<file path="src/rtl/seven_hex_reader_pkg.sv">
// rtl/seven_hex_reader_pkg.sv - shared glyph constants and FSM state type for the segment reader
// Glyph set matches the seven_hex driver so encoder and reader cannot diverge; bit 6 = segment A.
package seven_hex_reader_pkg;

  localparam int SEG_W = 7;

  localparam logic [SEG_W-1:0] SEG_0 = 7'b1111110;
  localparam logic [SEG_W-1:0] SEG_1 = 7'b0110000;
  localparam logic [SEG_W-1:0] SEG_2 = 7'b1101101;
  localparam logic [SEG_W-1:0] SEG_3 = 7'b1111001;
  localparam logic [SEG_W-1:0] SEG_4 = 7'b0110011;
  localparam logic [SEG_W-1:0] SEG_5 = 7'b1011011;
  localparam logic [SEG_W-1:0] SEG_6 = 7'b1011111;
  localparam logic [SEG_W-1:0] SEG_7 = 7'b1110000;
  localparam logic [SEG_W-1:0] SEG_8 = 7'b1111111;
  localparam logic [SEG_W-1:0] SEG_9 = 7'b1111011;
  localparam logic [SEG_W-1:0] SEG_A = 7'b1110111;
  localparam logic [SEG_W-1:0] SEG_B = 7'b0011111;
  localparam logic [SEG_W-1:0] SEG_C = 7'b1001110;
  localparam logic [SEG_W-1:0] SEG_D = 7'b0111101;
  localparam logic [SEG_W-1:0] SEG_E = 7'b1001111;
  localparam logic [SEG_W-1:0] SEG_F = 7'b1000111;

  typedef enum logic {
    SETTLE = 1'b0,
    HOLD   = 1'b1
  } state_t;

endpackage

</file>
<file path="src/rtl/seven_hex_reader_if.sv">
// rtl/seven_hex_reader_if.sv - byte delivery handshake between segment reader and its consumer
interface seven_hex_reader_if;
  logic       valid;
  logic       ready;
  logic [7:0] data;
  logic [1:0] err;

  modport master (output valid, output data, output err, input ready);
  modport slave  (input valid, input data, input err, output ready);
endinterface

</file>
<file path="src/rtl/seven_hex_reader_seg7.sv">
// rtl/seven_hex_reader_seg7.sv - combinational 7-segment glyph to hex nibble decoder
// Unrecognised patterns (blank included) decode to 0 with err raised.
module seg7_to_nibble
  import seven_hex_reader_pkg::*;
(
  input  logic [SEG_W-1:0] seg,
  output logic [3:0]       nibble,
  output logic             err
);

  always_comb begin
    nibble = 4'h0;
    err    = 1'b0;
    case (seg)
      SEG_0:   nibble = 4'h0;
      SEG_1:   nibble = 4'h1;
      SEG_2:   nibble = 4'h2;
      SEG_3:   nibble = 4'h3;
      SEG_4:   nibble = 4'h4;
      SEG_5:   nibble = 4'h5;
      SEG_6:   nibble = 4'h6;
      SEG_7:   nibble = 4'h7;
      SEG_8:   nibble = 4'h8;
      SEG_9:   nibble = 4'h9;
      SEG_A:   nibble = 4'hA;
      SEG_B:   nibble = 4'hB;
      SEG_C:   nibble = 4'hC;
      SEG_D:   nibble = 4'hD;
      SEG_E:   nibble = 4'hE;
      SEG_F:   nibble = 4'hF;
      default: err    = 1'b1;
    endcase
  end

endmodule

</file>
<file path="src/rtl/seven_hex_reader.sv">
// rtl/seven_hex_reader.sv - reads two 7-segment digits, debounces, decodes and offers the byte
// Synchronizer -> stability counter -> SETTLE/HOLD FSM with sticky overrun flag.
module seven_hex_reader
  import seven_hex_reader_pkg::*;
#(
  parameter int STABLE_CYCLES = 4,
  parameter bit ACTIVE_LOW    = 1'b0
) (
  input  logic                  clk,
  input  logic                  reset_n,
  input  logic [SEG_W-1:0]      seg_a,
  input  logic [SEG_W-1:0]      seg_b,
  input  logic                  clr_ovr,
  output logic                  ovr,
  seven_hex_reader_if.master    bus
);

  localparam int CW = (STABLE_CYCLES < 1) ? 1 : $clog2(STABLE_CYCLES + 1);
  localparam logic [CW-1:0] CNT_MAX = CW'(STABLE_CYCLES);

  logic [2*SEG_W-1:0] sync1, sync2, sample, last_rep;
  logic [CW-1:0]      cnt;
  logic               first, stable, is_new, capture, set_ovr;
  logic [3:0]         nib_a, nib_b;
  logic               err_a, err_b;
  logic [7:0]         data_q;
  logic [1:0]         err_q;
  state_t             state, state_n;

  assign sample = sync2 ^ {(2*SEG_W){ACTIVE_LOW}};
  assign stable = (cnt == CNT_MAX);
  assign is_new = stable & ((sample != last_rep) | first);

  // Comparing the flop about to load (sync1) with the current sample zeroes the
  // counter on the same edge the changed sample lands, keeping latency at 2+N+1.
  always_ff @(posedge clk or negedge reset_n) begin
    if (!reset_n) begin
      sync1 <= '0;
      sync2 <= '0;
      cnt   <= '0;
    end else begin
      sync1 <= {seg_a, seg_b};
      sync2 <= sync1;
      if (sync1 != sync2)
        cnt <= '0;
      else if (!stable)
        cnt <= cnt + 1'b1;
    end
  end

  seg7_to_nibble u_dec_a (.seg(sample[2*SEG_W-1:SEG_W]), .nibble(nib_a), .err(err_a));
  seg7_to_nibble u_dec_b (.seg(sample[SEG_W-1:0]),       .nibble(nib_b), .err(err_b));

  always_ff @(posedge clk or negedge reset_n) begin
    if (!reset_n) state <= SETTLE;
    else          state <= state_n;
  end

  always_comb begin
    state_n = state;
    case (state)
      SETTLE: if (is_new)    state_n = HOLD;
      HOLD:   if (bus.ready) state_n = SETTLE;
      default:               state_n = SETTLE;
    endcase
  end

  always_comb begin
    capture   = (state == SETTLE) & is_new;
    set_ovr   = (state == HOLD) & is_new & ~bus.ready;
    bus.valid = (state == HOLD);
  end

  // A pattern dropped in HOLD leaves last_rep untouched so it is re-offered later.
  always_ff @(posedge clk or negedge reset_n) begin
    if (!reset_n) begin
      data_q   <= 8'h00;
      err_q    <= 2'b00;
      last_rep <= '0;
      first    <= 1'b1;
      ovr      <= 1'b0;
    end else begin
      if (capture) begin
        data_q   <= {nib_a, nib_b};
        err_q    <= {err_a, err_b};
        last_rep <= sample;
        first    <= 1'b0;
      end
      if (set_ovr)      ovr <= 1'b1;
      else if (clr_ovr) ovr <= 1'b0;
    end
  end

  assign bus.data = data_q;
  assign bus.err  = err_q;

endmodule
</file>
<file path="src/flat_wrapper.sv">
// flat-port wrapper written by rule: the top's interface ports become plain ports
module seven_hex_reader_flat import seven_hex_reader_pkg::*;
#(
  parameter int STABLE_CYCLES = 4,
  parameter bit ACTIVE_LOW    = 1'b0
)
  (clk, reset_n, seg_a, seg_b, clr_ovr, ovr, bus_valid, bus_data, bus_err, bus_ready);
  seven_hex_reader_if bus_i ();
  input  logic clk;
  input  logic reset_n;
  input  logic [SEG_W-1:0] seg_a;
  input  logic [SEG_W-1:0] seg_b;
  input  logic clr_ovr;
  output logic ovr;
  output wire logic [$bits(bus_i.valid)-1:0] bus_valid;
  output wire logic [$bits(bus_i.data)-1:0] bus_data;
  output wire logic [$bits(bus_i.err)-1:0] bus_err;
  input wire logic [$bits(bus_i.ready)-1:0] bus_ready;
  assign bus_valid = bus_i.valid;
  assign bus_data = bus_i.data;
  assign bus_err = bus_i.err;
  assign bus_i.ready = bus_ready;
  seven_hex_reader #(.STABLE_CYCLES(STABLE_CYCLES), .ACTIVE_LOW(ACTIVE_LOW)) u_core (.clk(clk), .reset_n(reset_n), .seg_a(seg_a), .seg_b(seg_b), .clr_ovr(clr_ovr), .ovr(ovr), .bus(bus_i));
endmodule
</file>
<file path="config.mk">
export PLATFORM = sky130hd
export DESIGN_NAME = seven_hex_reader_flat
export DESIGN_NICKNAME = d
export VERILOG_FILES = /design/src/rtl/seven_hex_reader_pkg.sv /design/src/rtl/seven_hex_reader_if.sv /design/src/rtl/seven_hex_reader_seg7.sv /design/src/rtl/seven_hex_reader.sv /design/src/flat_wrapper.sv
export SDC_FILE = /design/constraint.sdc
export NUM_CORES = 1
export LEC_CHECK = 0
export ABC_AREA = 1
export CAP_MARGIN = 10
export CELL_PAD_IN_SITES_DETAIL_PLACEMENT = 1
export CELL_PAD_IN_SITES_GLOBAL_PLACEMENT = 2
export CORE_UTILIZATION = 34
export CTS_BUF_LIST = sky130_fd_sc_hd__clkbuf_8
export CTS_CLUSTER_DIAMETER = 200
export DETAILED_ROUTE_END_ITERATION = 16
export PLACE_DENSITY_LB_ADDON = 0.1
export SYNTH_ARGS = -nofsm -noshare
export SYNTH_HDL_FRONTEND = slang
export SYNTH_SLANG_ARGS = --single-unit
</file>
<file path="constraint.sdc">
create_clock -name clk -period 2.1 [get_ports clk]
set_clock_uncertainty 0.05 [all_clocks]
set_input_delay 0.42 -clock clk [delete_from_list [all_inputs] [get_ports clk]]
set_output_delay 0.42 -clock clk [all_outputs]
set_load 0.05 [all_outputs]
</file>
==> results_dict.tcl <==
set metrics [dict create \
    status "finished clean" \
    synthesis.nets 395 \
    rows 33 \
    drc_errors 0 \
    fill_cells 1018 \
    die_h_um 94.3 \
    grt_antenna_before_repair 0 \
    diodes 0 \
    grt_use_total 0.179 \
    finish.utilization 0.429 \
    vdd_drop_max_mv 0.340 \
    htree_levels 3 \
    max-slew-margin-rel 0.501 \
    synth-seq-cells 58 \
    start_kind "register" \
    firstDrtPassIters 4 \
    cts_resized 0 \
    hp-class "in -> async" \
    maxSlewViolCount 0 \
    whs_ns 0.0843 \
    worstPathMaxFanout 2 \
    cpLargestDelayFamily "buffers and inverters" \
    clk_pin_slew_ns 0.07 \
    fp.dieArea_mm2 0.00890 \
    ff2ff_setup_slack_ns 0.36 \
    cts_sinks 58 \
    seq_area_frac_synth 0.501 \
    vias_per_cell 4.70 \
    cts_tree "yes" \
    cts.path.max_buffers 2 \
    postSynthCellCount 375 \
    path_class "reg -> out" \
    ant_nets 0 \
    cts_setup_buffers 0 \
    drive_gt1_frac 0.104 \
    leakagePower_nw 1.74 \
    coreArea_mm2 0.00822 \
    clock_tree.root_cell "clkbuf_8" \
    ys_warn_count 0 \
    period_needed_ns 1.97 \
    cts_hold_buf 0 \
    cp_num_buf_inv 1 \
    totalPowerFinal_w 0.00248 \
    worstPathRequired_ns 1.63 \
    post-route-period-util 0.937 \
    postSynthAreaPerCell_um2 7.73 \
    slowest_delay_ns 0.80 \
    pin_count 30 \
    wl_mm 7.00 \
    drt-initial-drc-count 55 \
    maxCapViolCount 0 \
    numCtsBuffers 9 \
    port-buffer-count 29 \
    grt_pass1_vias 2482 \
    grt_setup_unrepaired "no" \
    crit_slowest_cell "clkdlybuf4s50_1" \
    grt_max_degree 38 \
    synth_cell_types 27 \
    die_x_um 94.3 \
    via_count 2438 \
    wl_per_cell_um 13.5 \
    max_freq_mhz 508 \
    ff_latch_area_mm2 0.00145 \
    synth_area_mm2 0.00290 \
    power.density_mw_per_mm2 704 \
    multiInputGateArea_mm2 0.00122 \
    worstSetupEndpointType "output pin" \
    dp_hpwl_mm 5.34 \
    area_delta_synth_final_pct 21.5 \
    critPathArrivalTime_ns 1.50 \
    gp_congestion 0.801 \
    nets 431 \
    grt_overflow_total 0 \
    hold_violations 0 \
    clkLatencyLatePin_ns 0.35 \
    initial_utilization 0.353 \
    finalSetupViolations 0 \
    setup_tns_ns 0 \
    tightest_slew_ns 0.748 \
    cp_cell_sequence "clkdlybuf4s50_1" \
    grt_pass1_wl_mm 11.8 \
]
==> worst reg2reg max path, stage by stage, from the launching register on <==
cell     delay [ns]
dfrtp_1        0.50
inv_1          0.16
nand2_1        0.09
nand2_1        0.05
nor2_1         0.09
nand2_1        0.06
nor2_1         0.11
nand2_2        0.10
nand3_2        0.10
buf_12         0.20
o21ai_0        0.12
==> flip-flops by register name, summed over array words and instances, names as in the netlist <==
signal	flops
u_core.first	1
u_core.ovr	1
u_core.sample	14
u_core.bus.data	8
u_core.sync1	14
u_core.bus.valid	1
u_core.bus.err	2
u_core.last_rep	14
u_core.cnt	3
==> routing by layer <==
metal / routed length (µm) / track usage / part of all wire / up-vias
met3: 291 / 0.0461 / 0.042 / 8
met5: 0 / 0 / 0 / -
li1: - / - / - / 1239
met4: 95 / 0.0692 / 0.014 / 0
met1: 3520 / 0.242 / 0.50 / 1144
met2: 3090 / 0.273 / 0.44 / 47
==> cell type report <==
| type | count | area share |
|---|---|---|
| Sequential cell | 58 | 0.413 |
| Inverter | 37 | 0.0394 |
| Clock buffer | 10 | 0.0391 |
| Multi-Input combinational cell | 270 | 0.348 |
| Tap cell | 105 | 0.0373 |
| Clock inverter | 4 | 0.0195 |
| Timing Repair Buffer | 35 | 0.104 |
==> layout by cell type, fill, tap and decap left out <==
master,instances
a21oi_1,1
nor2_2,1
nand2_1,129
clkbuf_8,10
ha_1,2
buf_12,3
clkinv_2,1
nand4_1,9
buf_4,3
dfrtp_1,57
nand2_2,1
o22ai_1,1
xor2_1,4
and2_0,1
and2_1,1
nand3_1,18
clkdlybuf4s50_1,28
bufinv_16,2
buf_2,1
inv_2,6
or2_2,6
o21ai_0,11
o21ai_1,6
nand3_2,1
xnor2_1,5
o21ai_2,7
dfstp_2,1
nor2_1,57
inv_1,32
nor3_1,9
==> synth_stat cells (all sizes together) <==
| master | number | share of area |
|---|---|---|
| inv | 37 | 0.048 |
| and2 | 2 | 0.0043 |
| or2 | 6 | 0.013 |
| nand4 | 9 | 0.019 |
| buf | 10 | 0.028 |
| xnor2 | 5 | 0.015 |
| ha | 2 | 0.0086 |
| nand3 | 19 | 0.035 |
| dfrtp | 57 | 0.49 |
| xor2 | 4 | 0.012 |
| dfstp | 1 | 0.0091 |
| nor2 | 58 | 0.076 |
| a21oi | 1 | 0.0017 |
| o21ai | 24 | 0.051 |
| o22ai | 1 | 0.0022 |
| nand2 | 130 | 0.17 |
| nor3 | 9 | 0.016 |
==> final timing paths <==
check                                   start                  to  cells after the start
setup / recovery           u_core.bus.data[0]         bus_data[0]                      1
hold / removal                        reset_n   u_core.bus.err[0]                      1
setup reg to reg             u_core.sample[9]  u_core.last_rep[4]                     10
hold reg to reg               u_core.sync1[3]    u_core.sample[3]                      0
max in group asynchronous             reset_n     u_core.sync1[8]                      2
min in group clk              u_core.sync1[3]    u_core.sample[3]                      0
==> per-stage QoR <==
step,cell area [µm²],instances,worst slack [ns]
after floorplan,2900,375,0.584
after global placement,3310,505,0.420
after detailed placement,3310,505,0.353
after CTS,3520,519,0.117
after global routing,3520,519,0.0673
final,3520,519,0.133
==> cells by family (layout without fill, tap and decap cells) <==
family	Yosys count	count (layout)	synth area share
and+or+nand+nor	233	233	0.332
DFF	58	58	0.501
buffers and inverters	47	86	0.0764
AOI/OAI and AO/OA	26	26	0.0544
xor gates and xnor gates	9	9	0.0272
adders and majority gates	2	2	0.00863
==> power breakdown <==
part | total (W) | switching [W] | internal, W
combinational | 0.000178 | 0.000103 | 0.0000750
sequential | 0.00118 | 0.0000347 | 0.00115
clock | 0.00112 | 0.000440 | 0.000681
No activity file was read; power rests on OpenSTA's default activity.
